### src/rtl/rv32i_pkg.sv
// Shared RV32I execute-stage types: ALU/write-back/branch encodings, the EX/MEM
// bundle and the operand-forwarding priority rule.
package rv32i_pkg;

  localparam int XLEN = 32;

  typedef logic [XLEN-1:0] word_t;

  typedef enum logic [3:0] {
    ALU_ADD  = 4'b0000,
    ALU_SUB  = 4'b0001,
    ALU_SLL  = 4'b0010,
    ALU_SLT  = 4'b0011,
    ALU_SLTU = 4'b0100,
    ALU_XOR  = 4'b0101,
    ALU_SRL  = 4'b0110,
    ALU_SRA  = 4'b0111,
    ALU_OR   = 4'b1000,
    ALU_AND  = 4'b1001
  } alu_op_e;

  typedef enum logic [2:0] {
    WB_ALU   = 3'b000,
    WB_MEM   = 3'b001,
    WB_PC4   = 3'b010,
    WB_IMM   = 3'b011,
    WB_AUIPC = 3'b100
  } wb_sel_e;

  typedef enum logic [2:0] {
    BR_EQ  = 3'b000,
    BR_NE  = 3'b001,
    BR_LT  = 3'b100,
    BR_GE  = 3'b101,
    BR_LTU = 3'b110,
    BR_GEU = 3'b111
  } br_f3_e;

  typedef struct packed {
    logic        reg_write;
    logic        mem_read;
    logic        mem_write;
    logic [2:0]  wb_sel;
    logic [2:0]  funct3;
    logic [4:0]  rd;
    word_t       ex_result;
    word_t       write_data;
    word_t       pc_plus4;
  } exmem_t;

  // M stage wins over W; x0 is never forwarded.
  function automatic word_t fwd_operand(input logic [4:0] rs, input word_t rf_val,
                                        input logic m_we, input logic [4:0] m_rd,
                                        input word_t m_val, input logic w_we,
                                        input logic [4:0] w_rd, input word_t w_val);
    if (m_we && (m_rd != 5'd0) && (m_rd == rs)) return m_val;
    if (w_we && (w_rd != 5'd0) && (w_rd == rs)) return w_val;
    return rf_val;
  endfunction

endpackage

### src/rtl/ex_stage_if.sv
// E-stage bundle in, write-back forwarding source in, redirect and EX/MEM
// register contents out.
interface ex_stage_if;
  import rv32i_pkg::*;

  logic        RegWriteE, MemReadE, MemWriteE, ALUSrcE, JumpE, BranchE, MuxjalrE;
  logic [3:0]  ALUOpE;
  logic [2:0]  WriteBackE, funct3E;
  word_t       RD1E, RD2E, PCE, ImmExtE, PCPlus4E;
  logic [4:0]  RdE, Rs1E, Rs2E;

  word_t       ResultW;
  logic [4:0]  RdW;
  logic        RegWriteW;

  logic        PCSrcE;
  word_t       PCTargetE;

  logic        RegWriteM, MemReadM, MemWriteM;
  logic [2:0]  WriteBackM, funct3M;
  logic [4:0]  RdM;
  word_t       ExResultM, WriteDataM, PCPlus4M;

  modport master (
    output RegWriteE, MemReadE, MemWriteE, ALUSrcE, JumpE, BranchE, MuxjalrE,
           ALUOpE, WriteBackE, funct3E, RD1E, RD2E, PCE, ImmExtE, PCPlus4E,
           RdE, Rs1E, Rs2E, ResultW, RdW, RegWriteW,
    input  PCSrcE, PCTargetE, RegWriteM, MemReadM, MemWriteM, WriteBackM,
           funct3M, RdM, ExResultM, WriteDataM, PCPlus4M
  );

  modport slave (
    input  RegWriteE, MemReadE, MemWriteE, ALUSrcE, JumpE, BranchE, MuxjalrE,
           ALUOpE, WriteBackE, funct3E, RD1E, RD2E, PCE, ImmExtE, PCPlus4E,
           RdE, Rs1E, Rs2E, ResultW, RdW, RegWriteW,
    output PCSrcE, PCTargetE, RegWriteM, MemReadM, MemWriteM, WriteBackM,
           funct3M, RdM, ExResultM, WriteDataM, PCPlus4M
  );

endinterface

### src/rtl/ex_stage_alu.sv
// Combinational RV32I ALU; unused opcodes (1010-1111) yield zero.
module alu
  import rv32i_pkg::*;
(
  input  word_t      src_a_i,
  input  word_t      src_b_i,
  input  logic [3:0] alu_op_i,
  output word_t      result_o
);

  logic [4:0] shamt;
  assign shamt = src_b_i[4:0];

  always_comb begin
    // NOTE: default assignment first keeps this block purely combinational (no latch).
    result_o = '0;
    case (alu_op_i)
      ALU_ADD:  result_o = src_a_i + src_b_i;
      ALU_SUB:  result_o = src_a_i - src_b_i;
      ALU_SLL:  result_o = src_a_i << shamt;
      ALU_SLT:  result_o = {{(XLEN-1){1'b0}}, $signed(src_a_i) < $signed(src_b_i)};
      ALU_SLTU: result_o = {{(XLEN-1){1'b0}}, src_a_i < src_b_i};
      ALU_XOR:  result_o = src_a_i ^ src_b_i;
      ALU_SRL:  result_o = src_a_i >> shamt;
      ALU_SRA:  result_o = $unsigned($signed(src_a_i) >>> shamt);
      ALU_OR:   result_o = src_a_i | src_b_i;
      ALU_AND:  result_o = src_a_i & src_b_i;
      default:  result_o = '0;
    endcase
  end

endmodule

### src/rtl/ex_stage.sv
// RV32I execute stage: M/W forwarding, ALU, branch/jump resolution and the
// EX/MEM pipeline register.
module ex_stage
  import rv32i_pkg::*;
#(
  parameter int XLEN   = 32,
  parameter bit FWD_EN = 1'b1
) (
  input logic       clk,
  input logic       reset,
  input logic       StallM,
  ex_stage_if.slave bus
);

  logic [XLEN-1:0] fwd_a, fwd_b, src_b, alu_res, ex_result_e;
  logic [XLEN-1:0] pc_imm, jalr_sum;
  logic            taken;
  exmem_t          m_q, m_d;

  // Forwarding sources come from this stage's own EX/MEM register.
  assign fwd_a = FWD_EN ? fwd_operand(bus.Rs1E, bus.RD1E, m_q.reg_write, m_q.rd,
                                      m_q.ex_result, bus.RegWriteW, bus.RdW, bus.ResultW)
                        : bus.RD1E;
  assign fwd_b = FWD_EN ? fwd_operand(bus.Rs2E, bus.RD2E, m_q.reg_write, m_q.rd,
                                      m_q.ex_result, bus.RegWriteW, bus.RdW, bus.ResultW)
                        : bus.RD2E;

  assign src_b = bus.ALUSrcE ? bus.ImmExtE : fwd_b;

  alu u_alu (
    .src_a_i  (fwd_a),
    .src_b_i  (src_b),
    .alu_op_i (bus.ALUOpE),
    .result_o (alu_res)
  );

  // Branches compare the forwarded register operands, never the immediate.
  always_comb begin
    taken = 1'b0;
    case (bus.funct3E)
      BR_EQ:   taken = (fwd_a == fwd_b);
      BR_NE:   taken = (fwd_a != fwd_b);
      BR_LT:   taken = ($signed(fwd_a) <  $signed(fwd_b));
      BR_GE:   taken = ($signed(fwd_a) >= $signed(fwd_b));
      BR_LTU:  taken = (fwd_a <  fwd_b);
      BR_GEU:  taken = (fwd_a >= fwd_b);
      default: taken = 1'b0;
    endcase
  end

  assign pc_imm        = bus.PCE + bus.ImmExtE;
  assign jalr_sum      = fwd_a + bus.ImmExtE;
  assign bus.PCSrcE    = bus.JumpE | (bus.BranchE & taken);
  assign bus.PCTargetE = bus.MuxjalrE ? {jalr_sum[XLEN-1:1], 1'b0} : pc_imm;

  always_comb begin
    ex_result_e = alu_res;
    case (bus.WriteBackE)
      WB_PC4:   ex_result_e = bus.PCPlus4E;
      WB_IMM:   ex_result_e = bus.ImmExtE;
      WB_AUIPC: ex_result_e = pc_imm;
      default:  ex_result_e = alu_res;
    endcase
  end

  always_comb begin
    m_d            = '0;
    m_d.reg_write  = bus.RegWriteE;
    m_d.mem_read   = bus.MemReadE;
    m_d.mem_write  = bus.MemWriteE;
    m_d.wb_sel     = bus.WriteBackE;
    m_d.funct3     = bus.funct3E;
    m_d.rd         = bus.RdE;
    m_d.ex_result  = ex_result_e;
    m_d.write_data = fwd_b;
    m_d.pc_plus4   = bus.PCPlus4E;
  end

  always_ff @(posedge clk) begin
    // NOTE: non-blocking for state; synchronous reset is checked before the stall hold.
    if (reset)        m_q <= '0;
    else if (!StallM) m_q <= m_d;
  end

  assign bus.RegWriteM  = m_q.reg_write;
  assign bus.MemReadM   = m_q.mem_read;
  assign bus.MemWriteM  = m_q.mem_write;
  assign bus.WriteBackM = m_q.wb_sel;
  assign bus.funct3M    = m_q.funct3;
  assign bus.RdM        = m_q.rd;
  assign bus.ExResultM  = m_q.ex_result;
  assign bus.WriteDataM = m_q.write_data;
  assign bus.PCPlus4M   = m_q.pc_plus4;

endmodule

### src/flat_wrapper.sv
// flat-port wrapper written by rule: the top's interface ports become plain ports
module ex_stage_flat import rv32i_pkg::*;
#(
  parameter int XLEN   = 32,
  parameter bit FWD_EN = 1'b1
)
  (clk, reset, StallM, bus_RegWriteE, bus_MemReadE, bus_MemWriteE, bus_ALUSrcE, bus_JumpE, bus_BranchE, bus_MuxjalrE, bus_ALUOpE, bus_WriteBackE, bus_funct3E, bus_RD1E, bus_RD2E, bus_PCE, bus_ImmExtE, bus_PCPlus4E, bus_RdE, bus_Rs1E, bus_Rs2E, bus_ResultW, bus_RdW, bus_RegWriteW, bus_PCSrcE, bus_PCTargetE, bus_RegWriteM, bus_MemReadM, bus_MemWriteM, bus_WriteBackM, bus_funct3M, bus_RdM, bus_ExResultM, bus_WriteDataM, bus_PCPlus4M);
  ex_stage_if bus_i ();
  input logic clk;
  input logic reset;
  input logic StallM;
  input wire logic [$bits(bus_i.RegWriteE)-1:0] bus_RegWriteE;
  input wire logic [$bits(bus_i.MemReadE)-1:0] bus_MemReadE;
  input wire logic [$bits(bus_i.MemWriteE)-1:0] bus_MemWriteE;
  input wire logic [$bits(bus_i.ALUSrcE)-1:0] bus_ALUSrcE;
  input wire logic [$bits(bus_i.JumpE)-1:0] bus_JumpE;
  input wire logic [$bits(bus_i.BranchE)-1:0] bus_BranchE;
  input wire logic [$bits(bus_i.MuxjalrE)-1:0] bus_MuxjalrE;
  input wire logic [$bits(bus_i.ALUOpE)-1:0] bus_ALUOpE;
  input wire logic [$bits(bus_i.WriteBackE)-1:0] bus_WriteBackE;
  input wire logic [$bits(bus_i.funct3E)-1:0] bus_funct3E;
  input wire logic [$bits(bus_i.RD1E)-1:0] bus_RD1E;
  input wire logic [$bits(bus_i.RD2E)-1:0] bus_RD2E;
  input wire logic [$bits(bus_i.PCE)-1:0] bus_PCE;
  input wire logic [$bits(bus_i.ImmExtE)-1:0] bus_ImmExtE;
  input wire logic [$bits(bus_i.PCPlus4E)-1:0] bus_PCPlus4E;
  input wire logic [$bits(bus_i.RdE)-1:0] bus_RdE;
  input wire logic [$bits(bus_i.Rs1E)-1:0] bus_Rs1E;
  input wire logic [$bits(bus_i.Rs2E)-1:0] bus_Rs2E;
  input wire logic [$bits(bus_i.ResultW)-1:0] bus_ResultW;
  input wire logic [$bits(bus_i.RdW)-1:0] bus_RdW;
  input wire logic [$bits(bus_i.RegWriteW)-1:0] bus_RegWriteW;
  output wire logic [$bits(bus_i.PCSrcE)-1:0] bus_PCSrcE;
  output wire logic [$bits(bus_i.PCTargetE)-1:0] bus_PCTargetE;
  output wire logic [$bits(bus_i.RegWriteM)-1:0] bus_RegWriteM;
  output wire logic [$bits(bus_i.MemReadM)-1:0] bus_MemReadM;
  output wire logic [$bits(bus_i.MemWriteM)-1:0] bus_MemWriteM;
  output wire logic [$bits(bus_i.WriteBackM)-1:0] bus_WriteBackM;
  output wire logic [$bits(bus_i.funct3M)-1:0] bus_funct3M;
  output wire logic [$bits(bus_i.RdM)-1:0] bus_RdM;
  output wire logic [$bits(bus_i.ExResultM)-1:0] bus_ExResultM;
  output wire logic [$bits(bus_i.WriteDataM)-1:0] bus_WriteDataM;
  output wire logic [$bits(bus_i.PCPlus4M)-1:0] bus_PCPlus4M;
  assign bus_i.RegWriteE = bus_RegWriteE;
  assign bus_i.MemReadE = bus_MemReadE;
  assign bus_i.MemWriteE = bus_MemWriteE;
  assign bus_i.ALUSrcE = bus_ALUSrcE;
  assign bus_i.JumpE = bus_JumpE;
  assign bus_i.BranchE = bus_BranchE;
  assign bus_i.MuxjalrE = bus_MuxjalrE;
  assign bus_i.ALUOpE = bus_ALUOpE;
  assign bus_i.WriteBackE = bus_WriteBackE;
  assign bus_i.funct3E = bus_funct3E;
  assign bus_i.RD1E = bus_RD1E;
  assign bus_i.RD2E = bus_RD2E;
  assign bus_i.PCE = bus_PCE;
  assign bus_i.ImmExtE = bus_ImmExtE;
  assign bus_i.PCPlus4E = bus_PCPlus4E;
  assign bus_i.RdE = bus_RdE;
  assign bus_i.Rs1E = bus_Rs1E;
  assign bus_i.Rs2E = bus_Rs2E;
  assign bus_i.ResultW = bus_ResultW;
  assign bus_i.RdW = bus_RdW;
  assign bus_i.RegWriteW = bus_RegWriteW;
  assign bus_PCSrcE = bus_i.PCSrcE;
  assign bus_PCTargetE = bus_i.PCTargetE;
  assign bus_RegWriteM = bus_i.RegWriteM;
  assign bus_MemReadM = bus_i.MemReadM;
  assign bus_MemWriteM = bus_i.MemWriteM;
  assign bus_WriteBackM = bus_i.WriteBackM;
  assign bus_funct3M = bus_i.funct3M;
  assign bus_RdM = bus_i.RdM;
  assign bus_ExResultM = bus_i.ExResultM;
  assign bus_WriteDataM = bus_i.WriteDataM;
  assign bus_PCPlus4M = bus_i.PCPlus4M;
  ex_stage #(.XLEN(XLEN), .FWD_EN(FWD_EN)) u_core (.clk(clk), .reset(reset), .StallM(StallM), .bus(bus_i));
endmodule
### config.mk
export PLATFORM = sky130hd
export DESIGN_NAME = ex_stage_flat
export DESIGN_NICKNAME = d
export VERILOG_FILES = /design/src/rtl/rv32i_pkg.sv /design/src/rtl/ex_stage_if.sv /design/src/rtl/ex_stage_alu.sv /design/src/rtl/ex_stage.sv /design/src/flat_wrapper.sv
export SDC_FILE = /design/constraint.sdc
export NUM_CORES = 1
export LEC_CHECK = 0
export ABC_AREA = 1
export BUFFER_PORTS_ARGS = -buffer_cell sky130_fd_sc_hd__buf_4
export CORE_MARGIN = 2
export CORE_UTILIZATION = 53
export DETAILED_ROUTE_END_ITERATION = 10
export PLACE_DENSITY = 0.88
export SETUP_SLACK_MARGIN = 0.15
export SYNTH_ARGS = -nofsm -noshare
export SYNTH_HDL_FRONTEND = slang
export SYNTH_SLANG_ARGS = --single-unit
### constraint.sdc
create_clock -name clk -period 4.2 [get_ports clk]
set_clock_uncertainty 0.1 [all_clocks]
set_input_delay 0.21 -clock clk [delete_from_list [all_inputs] [get_ports clk]]
set_output_delay 0.21 -clock clk [all_outputs]
set_load 0.03 [all_outputs]
==> impl_metrics.csv, run 1 <==
group,metric,value,unit
synthesis,synth_cells,3584,
synthesis,yosysSeqAreaShare,11.0,%
die,die_h,198,µm
cts,ctsHtreeMaxLevel,3,
synthesis,yosys.cell_types.count,61,
placement,io_buffers,375,
synthesis,synth_seq_cells,110,
synthesis,synth_area,20000,µm²
synthesis,synth.top_cells.by_area,"nand2_1 18%, ha_1 12%, dfxtp_1 11%",
synthesis,syn_avg_cell_area,5.58,µm²
die,fp-row-count,71,
placement,dp_slack,-0.397,ns
placement,dp_hpwl,95100,µm
cts,numCtsBuffers,9,
cts,clock-sinks,110,
synthesis,yosys.area.top_type,"nand2_1",
cts,clockRootBuffer,"clkbuf_16",
synthesis,synth_top_area_share,17.8,%
die,ios,376,
synthesis,ys_warn_count,0,
die,die_x,198,µm
outcome,outcome,"did not finish",
global_route,grt-ovfl-total,460,
synthesis,async_reset_ff_share,0,%
die,initial_core_util,53.5,%
synthesis,synth_ff_type,"dfxtp_1",
placement,gp_congestion,1.23,
synthesis,syn_nets,4014,
global_route,grt_max_degree,90,
outcome,stop_stage,"global routing (5_1_grt)",
global_route,gr-usage-all-layers,83.9,%
cts,ctsLongestPathBuffers,2,
outcome,error_line,"[ERROR GRT-0232] Routing congestion too high. Check the congestion heatmap in the GUI.",
synthesis,synth_edf_count,0,
## cells in the mapped netlist (all sizes together), types with 10 or more instances
master	count
nand2	959
inv	421
nand3	406
o21ai	314
nor2	308
a21oi	286
ha	193
clkbuf	113
dfxtp	110
buf	56
o211ai	54
nor3	33
xor2	32
a31oi	28
nand4	28
or2	23
xnor2	21
a211oi	18
a22o	17
o22ai	17
o21a	16
a221oi	15
o221ai	13
o31ai	12
a21o	11
nor4	10
## through the flow
step | cell area, µm² | hold WS, ns | TNS [ns] | cells
after floorplan | 20000 | 0.242 | 0 | 3584
after global placement | 26500 | 0.349 | -3.25 | 4778
after detailed placement | 26500 | 0.365 | -8.75 | 4778
after CTS | 29300 | 0.000825 | -1.27 | 4894
## timing repair
item | in CTS
hold buffers | 29
resized for setup | 434
hold endpoints to repair | 29
cloned | 3
setup endpoints to repair | 55
buffers inserted | 68
pin swaps | 123
## per-layer routing
layer  GRT usage, %  GRT overflow
met1           83.6            12
met2           97.2           265
met3           71.1             9
met4           87.5           173
met5           35.4             1
## cells by family after synthesis
kind of cell    after synthesis  share of synthesized area, %
buf+inv                     598                          11.8
simple gates               1778                          37.6
fa+ha+maj                   197                          12.5
compound gates              848                          24.8
flops                       110                          11.0
xor+xnor                     53                          2.32
==> run 2, diff against run 1 <==
--- a/config.mk
+++ b/config.mk
@@ -8,10 +8,9 @@
 export ABC_AREA = 1
 export BUFFER_PORTS_ARGS = -buffer_cell sky130_fd_sc_hd__buf_4
 export CORE_MARGIN = 2
-export CORE_UTILIZATION = 53
+export CORE_UTILIZATION = 40
 export DETAILED_ROUTE_END_ITERATION = 10
-export PLACE_DENSITY = 0.88
-export SETUP_SLACK_MARGIN = 0.15
+export PLACE_DENSITY_LB_ADDON = 0.15
 export SYNTH_ARGS = -nofsm -noshare
 export SYNTH_HDL_FRONTEND = slang
 export SYNTH_SLANG_ARGS = --single-unit
==> constraint.sdc (replaced) <==
create_clock -name clk -period 5.5 [get_ports clk]
set_clock_uncertainty 0.1 [all_clocks]
set_input_delay 0.275 -clock clk [delete_from_list [all_inputs] [get_ports clk]]
set_output_delay 0.275 -clock clk [all_outputs]
set_load 0.03 [all_outputs]
==> impl_metrics.csv, run 2 <==
group,metric,value,unit
sta,finalSetupTns,0,ns
setup_path,crit_type,"register to primary output",
power,powerDensity,197,nW/µm²
cts,clock-sinks,110,
detailed_routing,vias,27100,
power,peakVddDrop,0.202,mV
placement,dp_cells,4572,
placement,place_area,23800,µm²
sta,slew_viol_final,0,
placement,gp_congestion,1.08,
placement,dp_hpwl,98100,µm
setup_path,startpoint_type,"register",
synthesis,async_reset_ff_share,0,%
sta,max-slew-margin-rel,18.9,%
setup_path,cp.arrival,4.83,ns
global_route,grt-ovfl-total,0,
setup_path,endpoint_kind,"primary output",
cells_and_area,layout_commonest_cell,"nand2_1",
cells_and_area,final_nets,4349,
sta,tightest_slew,1.21,ns
setup_path,worst-path-max-fanout,12,
synthesis,syn_nets,4014,
placement,io_buffers,375,
cts,clockRootBuffer,"clkbuf_16",
synthesis,yosys.cell_types.count,61,
cts,ctsLongestPathBuffers,2,
synthesis,yosys.area.top_type,"nand2_1",
synthesis,synth.top_cells.by_area,"nand2_1 18%, ha_1 12%, dfxtp_1 11%",
cells_and_area,drive_gt1_share,15.3,%
cells_and_area,fin_area,24200,µm²
synthesis,synth_top_area_share,17.8,%
detailed_routing,drt_first_pass_iters,6,
cts,ctsHtreeMaxLevel,3,
sta,fin_hold_ws,0.0135,ns
global_route,gr-usage-all-layers,44.5,%
global_route,grt_pass1_vias,25000,
cts,numCtsBuffers,9,
cts,cts_setup_buffers,0,
synthesis,yosysSeqAreaShare,11.0,%
global_route,grt_pass1_wl,168000,µm
detailed_routing,first_iter_violations,3410,
setup_path,r2r_cells,24,
die,core,49200,µm²
synthesis,synth_seq_cells,110,
setup_path,reg2reg_to,"u_core.bus.ExResultM[19]",
setup_path,crit_top_cell,"nand2_1",
placement,dp_slack,0.484,ns
worst_hold_path,hp-class,"input pin to register",
cts,cts_tree,"built",
synthesis,ys_top_cells_by_count,"949 x nand2_1, 400 x inv_1, 398 x nand3_1",
setup_path,crit_slowest_cell,"fa_1",
power,p_leak,12.6,nW
sta,setup_viol,0,
detailed_routing,wl_per_cell,25.8,µm
outcome,outcome,"finished, final reports clean",
setup_path,cp-endpoint,"bus_PCTargetE[22]",
setup_path,reg2reg_slack,0.38,ns
synthesis,synth_most_common_cell,"nand2_1",
sta,fmax,0.192,GHz
die,fp-row-count,81,
sta,hold_viol,0,
detailed_routing,ant_nets,0,
sta,final.period_utilization,94.7,%
detailed_routing,vias_per_cell,5.92,
cells_and_area,syn2layout_area_growth,20.9,%
die,initial_core_util,40.7,%
detailed_routing,drc,0,
setup_path,reg2reg_from,"u_core.bus.RdM[4]",
cts,clkSlewWorstSetupHoldPaths,0.09,ns
synthesis,synth_cells,3584,
sta,layout_min_cycle_time,5.21,ns
cts,clock_latency,0.40,ns
die,die_x,228,µm
cells_and_area,layout_common_cells,"949 x nand2_1, 491 x buf_4, 398 x nand3_1",
cells_and_area,insertedDiodeCount,0,
setup_path,startpoint,"u_core.bus.RdM[1]",
sta,setup_ws,0.290,ns
synthesis,ys_warn_count,0,
detailed_routing,wirelength,118000,µm
job,maxCapViolations,0,
die,ios,376,
synthesis,synth_ff_type,"dfxtp_1",
cells_and_area,final_cells,4588,
synthesis,syn_avg_cell_area,5.58,µm²
synthesis,synth_edf_count,0,
die,die_h,228,µm
setup_path,crit_required,5.12,ns
synthesis,synth_area,20000,µm²
die,dieArea,51800,µm²
setup_path,cpPeakStageDelay,0.42,ns
global_route,antenna_found_initial,2,
global_route,grt_max_degree,100,
## run 2: cell counts after synthesis
Identical to the previous run, type by type.
## run 2: metal layers
metal,GRT usage (%),vias up,share of wire (%)
met5,0,-,0.022
met4,33.7,4,9.0
met3,10.6,351,10
met2,67.3,1631,42
met1,54.6,12500,39
li1,-,12700,-
## run 2: worst min path at each step
stage / start / endpoint / slack, ns / depth (start not counted)
6_report: bus_MemWriteE / u_core.bus.MemWriteM / 0.01 / 3
5_1_grt: bus_MemReadE / u_core.bus.MemReadM / 0.03 / 3
4_1_cts: bus_MemWriteE / u_core.bus.MemWriteM / 0.02 / 3
3_5_place_dp: u_core.bus.WriteDataM[25] / u_core.bus.WriteDataM[25] / 0.37 / 2
3_3_place_gp: u_core.bus.PCPlus4M[24] / u_core.bus.PCPlus4M[24] / 0.36 / 2
2_1_floorplan: bus_PCPlus4E[2] / u_core.bus.PCPlus4M[2] / 0.31 / 2
## run 2: critical path: cells and delay by family, from the launching register on
family | cells | cell delay (ns)
adder cells (fa/ha/maj) | 1 | 0.42
flip-flops | 1 | 0.35
buffers and inverters | 5 | 0.67
XOR/XNOR | 1 | 0.16
AO/OA/AOI/OAI | 9 | 1.66
AND/OR/NAND/NOR | 10 | 1.19
## run 2: area by class of cell
cell class / count / area, µm²
fill: 5500 / 25000
tap: 664 / 831
clock buffer: 10 / 239
timing repair buffer: 493 / 3730
sequential: 110 / 2200
clock inverter: 6 / 100
inverter: 429 / 1620
multi-input combinational: 2876 / 15500
## run 2: repair_timing
action | CTS | global route
hold buffers | 0 | 0
setup endpoints to repair | 0 | 6
resized for setup | 0 | 6
## run 2: per-stage QoR
| stage | total power [mW] | utilization, % |
|---|---|---|
| detailed placement | 3.86 | 48.5 |
| floorplan | 2.68 | - |
| CTS | 4.66 | 49.2 |
| global route | 4.99 | 49.2 |
| finish | 4.77 | 49.2 |
| global placement | 3.88 | 48.5 |
## run 2: kinds of logic after synthesis
kind of cell	synth area share [%]
compound gates	24.8
xor+xnor	2.32
fa+ha+maj	12.5
buf+inv	11.8
flops	11.0
simple gates	37.6
## run 2: where the power goes
group	internal, mW	switching, mW	total [mW]
Combinational	0.954	2.09	3.04
Sequential	0.857	0.0632	0.920
Clock	0.423	0.387	0.809
Total	2.23	2.54	4.77
No activity file was read; power rests on OpenSTA's default activity.
